===== config.mk =====
export PLATFORM = sky130hd
export DESIGN_NAME = instr_encoder_loader
export DESIGN_NICKNAME = d
export VERILOG_FILES = /design/src/rtl/instr_encoder_loader_pkg.sv /design/src/rtl/instr_field_packer.sv /design/src/rtl/instr_encoder_loader.sv
export SDC_FILE = /design/constraint.sdc
export NUM_CORES = 1
export LEC_CHECK = 0
export ABC_AREA = 1
export ABC_CLOCK_PERIOD_IN_PS = 2500
export CAP_MARGIN = 25
export CORE_MARGIN = 5
export CORE_UTILIZATION = 40
export CTS_CLUSTER_DIAMETER = 30
export DETAILED_ROUTE_END_ITERATION = 8
export PLACE_DENSITY = 0.64
export SLEW_MARGIN = 20
export SYNTH_ARGS = -nofsm -noshare
export SYNTH_HDL_FRONTEND = slang
export SYNTH_SLANG_ARGS = --single-unit

===== constraint.sdc =====
create_clock -name clk -period 2.5 [get_ports clk]
set_input_delay 0.375 -clock clk [delete_from_list [all_inputs] [get_ports clk]]
set_output_delay 0.375 -clock clk [all_outputs]
set_load 0.005 [all_outputs]

===== src/rtl/instr_encoder_loader_pkg.sv =====
// Shared encoder definitions: MIPS opcode/funct fields, mnemonic codes, error codes, FSM states.
package instr_encoder_loader_pkg;

  localparam logic [5:0] OP_RTYPE = 6'b000000;
  localparam logic [5:0] OP_ADDI  = 6'b001000;
  localparam logic [5:0] OP_ORI   = 6'b001101;
  localparam logic [5:0] OP_LW    = 6'b100011;
  localparam logic [5:0] OP_SW    = 6'b101011;
  localparam logic [5:0] OP_BEQ   = 6'b000100;
  localparam logic [5:0] OP_J     = 6'b000010;

  localparam logic [5:0] FN_ADD = 6'b100000;
  localparam logic [5:0] FN_SUB = 6'b100010;
  localparam logic [5:0] FN_AND = 6'b100100;
  localparam logic [5:0] FN_OR  = 6'b100101;

  typedef enum logic [3:0] {
    MN_ADD  = 4'd0,
    MN_SUB  = 4'd1,
    MN_AND  = 4'd2,
    MN_OR   = 4'd3,
    MN_ADDI = 4'd4,
    MN_ORI  = 4'd5,
    MN_LW   = 4'd6,
    MN_SW   = 4'd7,
    MN_BEQ  = 4'd8,
    MN_J    = 4'd9
  } mnem_e;

  typedef enum logic [1:0] {
    ERR_NONE  = 2'd0,
    ERR_MNEM  = 2'd1,
    ERR_RANGE = 2'd2
  } err_code_e;

  typedef enum logic [1:0] {
    ST_IDLE = 2'd0,
    ST_ENC  = 2'd1,
    ST_WR   = 2'd2
  } state_e;

  typedef struct packed {
    logic [3:0]  mnem;
    logic [4:0]  rs;
    logic [4:0]  rt;
    logic [4:0]  rd;
    logic [15:0] imm;
    logic [31:0] target;
  } req_t;

  function automatic logic [31:0] r_word(input logic [4:0] rs, input logic [4:0] rt,
                                         input logic [4:0] rd, input logic [5:0] funct);
    return {OP_RTYPE, rs, rt, rd, 5'd0, funct};
  endfunction

endpackage


===== src/rtl/instr_field_packer.sv =====
// Combinational mnemonic+fields+pc -> 32-bit MIPS word, plus legality flags.
// Define ENC_RANGE_CHECK_EN to flag misaligned/out-of-range BEQ and J targets.
module instr_field_packer
  import instr_encoder_loader_pkg::*;
(
  input  req_t        req_i,
  input  logic [31:0] pc_i,
  output logic [31:0] word_o,
  output logic        unsupported_o,
  output logic        range_err_o
);

  logic [31:0] pc4;
  logic [15:0] br_off;

  assign pc4    = pc_i + 32'd4;
  // Low 16 bits are identical for logical and arithmetic shift.
  assign br_off = 16'((req_i.target - pc4) >> 2);

  always_comb begin
    word_o        = '0;
    unsupported_o = 1'b0;
    range_err_o   = 1'b0;
    case (mnem_e'(req_i.mnem))
      MN_ADD:  word_o = r_word(req_i.rs, req_i.rt, req_i.rd, FN_ADD);
      MN_SUB:  word_o = r_word(req_i.rs, req_i.rt, req_i.rd, FN_SUB);
      MN_AND:  word_o = r_word(req_i.rs, req_i.rt, req_i.rd, FN_AND);
      MN_OR:   word_o = r_word(req_i.rs, req_i.rt, req_i.rd, FN_OR);
      MN_ADDI: word_o = {OP_ADDI, req_i.rs, req_i.rt, req_i.imm};
      MN_ORI:  word_o = {OP_ORI,  req_i.rs, req_i.rt, req_i.imm};
      MN_LW:   word_o = {OP_LW,   req_i.rs, req_i.rt, req_i.imm};
      MN_SW:   word_o = {OP_SW,   req_i.rs, req_i.rt, req_i.imm};
      MN_BEQ: begin
        word_o = {OP_BEQ, req_i.rs, req_i.rt, br_off};
`ifdef ENC_RANGE_CHECK_EN
        // Byte distance must lie in [-2^17, 2^17-1] for the word offset to fit 16 bits.
        range_err_o = (req_i.target[1:0] != 2'b00)
                   || ($signed(req_i.target - pc4) < -32'sd131072)
                   || ($signed(req_i.target - pc4) >  32'sd131071);
`endif
      end
      MN_J: begin
        word_o = {OP_J, req_i.target[27:2]};
`ifdef ENC_RANGE_CHECK_EN
        range_err_o = (req_i.target[1:0] != 2'b00) || (req_i.target[31:28] != pc4[31:28]);
`endif
      end
      default: unsupported_o = 1'b1;
    endcase
  end

endmodule


===== src/rtl/instr_encoder_loader.sv =====
// Encodes field-level instruction requests and writes them sequentially into instruction memory.
// IDLE -> ENC -> WR handshake; optional target range checking via ENC_RANGE_CHECK_EN.
module instr_encoder_loader
  import instr_encoder_loader_pkg::*;
#(
  parameter int ADDR_W    = 8,
  parameter int BASE_ADDR = 0
) (
  input  logic              clk,
  input  logic              rst_n,
  input  logic              start,
  input  logic              in_valid,
  output logic              in_ready,
  input  logic [3:0]        in_mnem,
  input  logic [4:0]        in_rs,
  input  logic [4:0]        in_rt,
  input  logic [4:0]        in_rd,
  input  logic [15:0]       in_imm,
  input  logic [31:0]       in_target,
  output logic              imem_we,
  output logic [ADDR_W-1:0] imem_addr,
  output logic [31:0]       imem_wdata,
  input  logic              imem_ack,
  output logic [ADDR_W:0]   count,
  output logic              full,
  output logic              err,
  output logic [1:0]        err_code
);

  localparam logic [ADDR_W-1:0] BASE_PTR = ADDR_W'(BASE_ADDR);
  localparam logic [ADDR_W-1:0] PTR_MAX  = {ADDR_W{1'b1}};

  state_e            state_q, state_d;
  req_t              req_q, req_d;
  logic [ADDR_W-1:0] ptr_q, ptr_d;
  logic [ADDR_W:0]   cnt_q, cnt_d;
  logic              full_q, full_d;
  logic              err_q, err_d;
  err_code_e         code_q, code_d;
  logic [31:0]       wdata_q, wdata_d;

  logic [31:0] pk_word;
  logic        pk_unsup, pk_range;
  logic [31:0] pc;

  assign pc = {{(30-ADDR_W){1'b0}}, ptr_q, 2'b00};

  instr_field_packer u_packer (
    .req_i         (req_q),
    .pc_i          (pc),
    .word_o        (pk_word),
    .unsupported_o (pk_unsup),
    .range_err_o   (pk_range)
  );

  assign in_ready   = (state_q == ST_IDLE) && !full_q && !start;
  assign imem_we    = (state_q == ST_WR);
  assign imem_addr  = ptr_q;
  assign imem_wdata = wdata_q;
  assign count      = cnt_q;
  assign full       = full_q;
  assign err        = err_q;
  assign err_code   = code_q;

  always_comb begin
    state_d = state_q;
    req_d   = req_q;
    ptr_d   = ptr_q;
    cnt_d   = cnt_q;
    full_d  = full_q;
    err_d   = err_q;
    code_d  = code_q;
    wdata_d = wdata_q;
    if (start) begin
      state_d = ST_IDLE;
      ptr_d   = BASE_PTR;
      cnt_d   = '0;
      full_d  = 1'b0;
      err_d   = 1'b0;
      code_d  = ERR_NONE;
    end else begin
      case (state_q)
        ST_IDLE: begin
          if (in_valid && in_ready) begin
            req_d   = '{mnem: in_mnem, rs: in_rs, rt: in_rt, rd: in_rd,
                        imm: in_imm, target: in_target};
            state_d = ST_ENC;
          end
        end
        ST_ENC: begin
          if (pk_unsup || pk_range) begin
            state_d = ST_IDLE;
            err_d   = 1'b1;
            // Only the first error since start is reported.
            if (!err_q) code_d = pk_unsup ? ERR_MNEM : ERR_RANGE;
          end else begin
            wdata_d = pk_word;
            state_d = ST_WR;
          end
        end
        ST_WR: begin
          if (imem_ack) begin
            state_d = ST_IDLE;
            cnt_d   = cnt_q + (ADDR_W+1)'(1);
            if (ptr_q == PTR_MAX) full_d = 1'b1;
            else                  ptr_d  = ptr_q + ADDR_W'(1);
          end
        end
        default: state_d = ST_IDLE;
      endcase
    end
  end

  always_ff @(posedge clk or negedge rst_n) begin
    if (!rst_n) begin
      state_q <= ST_IDLE;
      req_q   <= '0;
      ptr_q   <= BASE_PTR;
      cnt_q   <= '0;
      full_q  <= 1'b0;
      err_q   <= 1'b0;
      code_q  <= ERR_NONE;
      wdata_q <= '0;
    end else begin
      state_q <= state_d;
      req_q   <= req_d;
      ptr_q   <= ptr_d;
      cnt_q   <= cnt_d;
      full_q  <= full_d;
      err_q   <= err_d;
      code_q  <= code_d;
      wdata_q <= wdata_d;
    end
  end

endmodule


==> metrics.md <==
| Metric | Value |
|---|---|
| Clock transition at path regs | `0.05 ns` |
| Max-slew violation count | `0` |
| Slew margin rel. | `0.5519` |
| Initial core utilization | `0.4108` |
| DP Wirelength | `11760 µm` |
| Core Area | `0.01459 mm²` |
| Cell Rows | `44` |
| IO buf count | `119` |
| Worst Path Required | `2.80 ns` |
| Hold Slack | `-0.01331 ns` |
| P_leak | `3.865 nW` |
| Outcome | `finished with violations` |
| Global-route wire length before repair | `26930 µm` |
| Die Footprint | `0.01753 mm²` |
| Worst Tran Pin Value | `0.6721 ns` |
| Post-CTS Setup Bufs | `0` |
| All-Layer GR Usage | `0.1896` |
| Vias in the first global route | `between 5000 and 6000` |
| Hold Path Class | `primary input to asynchronous set/reset pin` |
| Max_cap viols | `0` |
| Finish-stage setup viols | `0` |
| CTS tree | `done` |
| FF+latch area | `roughly 0.0029 mm²` |
| Clock Skews | `0.006903 ns` |
| Top Family by Delay on Critical Path | `adder cells` |
| DRT iter0 DRCs | `379` |
| Clk sink count | `115` |
| Critical Path End Type | `register` |
| Largest net degree at the start of global routing | `49` |
| Yosys cell types | `44` |
| DRC viols | `0` |
| Pre-CTS setup slack | `between 0.2 and 0.3 ns` |
| # H-tree levels | `4` |
| Final core occ | `0.5486` |
| Fin worst setup slack | `0.2872 ns` |
| Die H | `132.4 µm` |
| Fmax | `between 0.4 and 0.5 GHz` |
| CP max stage delay | `0.47 ns` |
| Failing checks | `hold timing` |
| Post-DRT Antenna Nets | `0` |
| Fraction of layout cells with a size suffix above 1 | `0.08136` |
| Final wirelength | `16200 µm` |
| Num CTS Buffers | `17` |
| Setup TNS | `0 ns` |
| Nets | `slightly below 1000` |
| Cell Area, Synth | `approximately 0.0060 mm²` |
| Area growth syn-to-layout | `33.55%` |
| I/O Pins | `approximately 130` |
| Multi-input logic area | `0.002616 mm²` |
| Placer Congestion | `0.9082` |
| Crit path depth | `12` |
| Critical path data arrival time | `roughly 2.5 ns` |
| Clock latency on the worst-skew pair | `a little over 0.4 ns` |
| Critical path type | `register to register` |
| RSZ-0062 raised after global routing | `no` |
| Sequential cell area fraction in the yosys report | `0.4802` |
| Number of diodes | `0` |
| EDFF count, synth | `0` |
| Vias per cell | `4.920` |
| CP max-delay cell | `dfrtp_1` |
| Async SR Flop Fraction | `1.000` |
| M1 WL | `7478 µm` |
| PostCTS Resize Cnt | `0` |
| Root buf cell | `clkbuf_16` |
| Critical Path Fanout Max | `8` |
| # hold bufs at CTS | `0` |
| Cells after Synth | `745` |
| Die X | `132.4 µm` |
| Commonest non-fill, non-tap cells in the layout | `nand2_1 (239), clkdlybuf4s50_1 (118), dfrtp_1 (115), inv_1 (72)` |
| Critical path's most frequent cell | `nand2_1` |
| Tcrit/Tclk final | `0.8851` |
| Synth warn | `0` |
| Met2 wire len | `7399 µm` |
| Met3 WL post-DR | `933 µm` |
| First-pass DRT Iterations | `5` |
| #FFs+latches synth | `115` |
| Worst Reg-to-Reg Cells | `12` |
| Commonest non-fill, non-tap cell in the layout | `nand2_1` |
| Post-synth top flop | `dfrtp_1` |
| GRT overflow | `0` |
| Top Metal Used | `met4` |
| Worst vdd ir | `between 0.0005 and 0.0006 V` |
| Via count | `5259` |
| Syn Area/Cell | `about 8.0 µm²` |
| WP buf/inv | `1` |
| Total Power | `around 7 mW` |
| Max clock buf depth | `2` |
| Pwr dens | `870.5 mW/mm²` |
| Fillers | `between 1000 and 1500` |
| Initial antenna violation count | `0` |
| Crit path cell chain | `ha_1 -> inv_1 -> ha_1 -> nand2_1 -> o21ai_1 -> nand2_1 -> nand2_1 -> nand2_1 -> nand2_1 -> nand2_1 -> nand3_1 -> nand2_1` |
| Fin. Hold Viols | `9` |
| Post-route minimum period | `2.213 ns` |
| Wire length per cell | `15.15 µm` |
| Startpoint types | `register` |
[synthesized netlist by cell type (2+ instances only)]
cell type	n	area share
xor2_1	6	0.0088
inv_1	72	0.045
o31ai_1	3	0.0038
a21oi_1	42	0.035
nand2_1	239	0.15
dfrtp_1	115	0.48
o21ai_1	21	0.018
inv_2	10	0.0063
o21a_1	2	0.0025
clkbuf_1	5	0.0031
nand3b_1	3	0.0038
nor2_1	49	0.031
a21boi_0	2	0.0025
o22ai_1	2	0.0021
and3_1	2	0.0021
buf_4	6	0.0075
nor2_4	2	0.0038
buf_2	6	0.0050
nand2_4	4	0.0075
nand2_2	4	0.0042
nand4_1	6	0.0063
nor3_1	7	0.0058
buf_6	8	0.015
ha_1	20	0.042
o21ai_0	49	0.041
mux2i_1	2	0.0033
o211ai_1	3	0.0038
o2111ai_1	6	0.0088
nand3_1	34	0.028
[state kept, by name (all words and copies together), names as in the netlist]
name	count
count	9
err	1
err_code	1
full	1
imem_addr	8
imem_wdata	31
req_q	62
state_q	2
[per-stage QoR]
stage	hold WS, ns	cells	cell area, µm²
after floorplan	0.07941	746	5997
after global placement	0.4496	1038	7362
after detailed placement	0.4467	1038	7362
after CTS	0.01235	1069	8004
after global routing	0.04251	1069	8004
final	-0.01331	1069	8004
[layer usage]
metal | GRT usage | up-vias
met2 | 0.2975 | 141
li1 | - | 2667
met5 | 0 | -
met3 | 0.04275 | 29
met4 | 0.07070 | 0
met1 | 0.2569 | 2422
[final cells by class]
type	instances	share of cell area
clock buffers	22	0.05800
clock inverters	9	0.02220
inverters	84	0.03986
multi-input cells	522	0.3269
flip-flops and latches	115	0.3595
well taps	184	0.02876
repair buffers	133	0.1648
[power breakdown]
part	switching, mW	total (mW)	internal (mW)
logic	0.892	1.75	0.855
clock network	0.864	2.68	1.82
registers	0.271	2.54	2.27
total	2.03	6.97	4.94
[cell families (layout without fill, tap and decap cells)]
logic type,Yosys count,after routing,synth area share
buffers and inverters,109,248,0.08393
other,1,2,0.0006257
multiplexers,2,2,0.003340
AND/OR/NAND/NOR,354,354,0.2522
flip-flops,115,115,0.4802
XOR/XNOR,7,7,0.01023
AO/OA/AOI/OAI,137,137,0.1278
adder cells (fa/ha/maj),20,20,0.04175
[worst reg2reg max path: stages, from the launching register on]
cell and delay [ns]:
dfrtp_1 0.47, ha_1 0.32, inv_1 0.04, ha_1 0.35, nand2_1 0.07, o21ai_1 0.27, nand2_1 0.08, nand2_1 0.11
nand2_1 0.12, nand2_1 0.08, nand2_1 0.05, nand3_1 0.09, nand2_1 0.06
[final timing paths]
check,startpoint,slack [ns],endpoint
worst max register to register,imem_addr[2],0.29,imem_wdata[13]
worst min-delay path,rst_n,-0.01,count[3]
worst min register to register,req_q[58],0.47,req_q[58]
worst max-delay path,imem_addr[2],0.29,imem_wdata[13]
min in group clk,req_q[58],0.47,req_q[58]
max in group asynchronous,rst_n,1.78,req_q[16]
(Power assumes the default switching activity.)
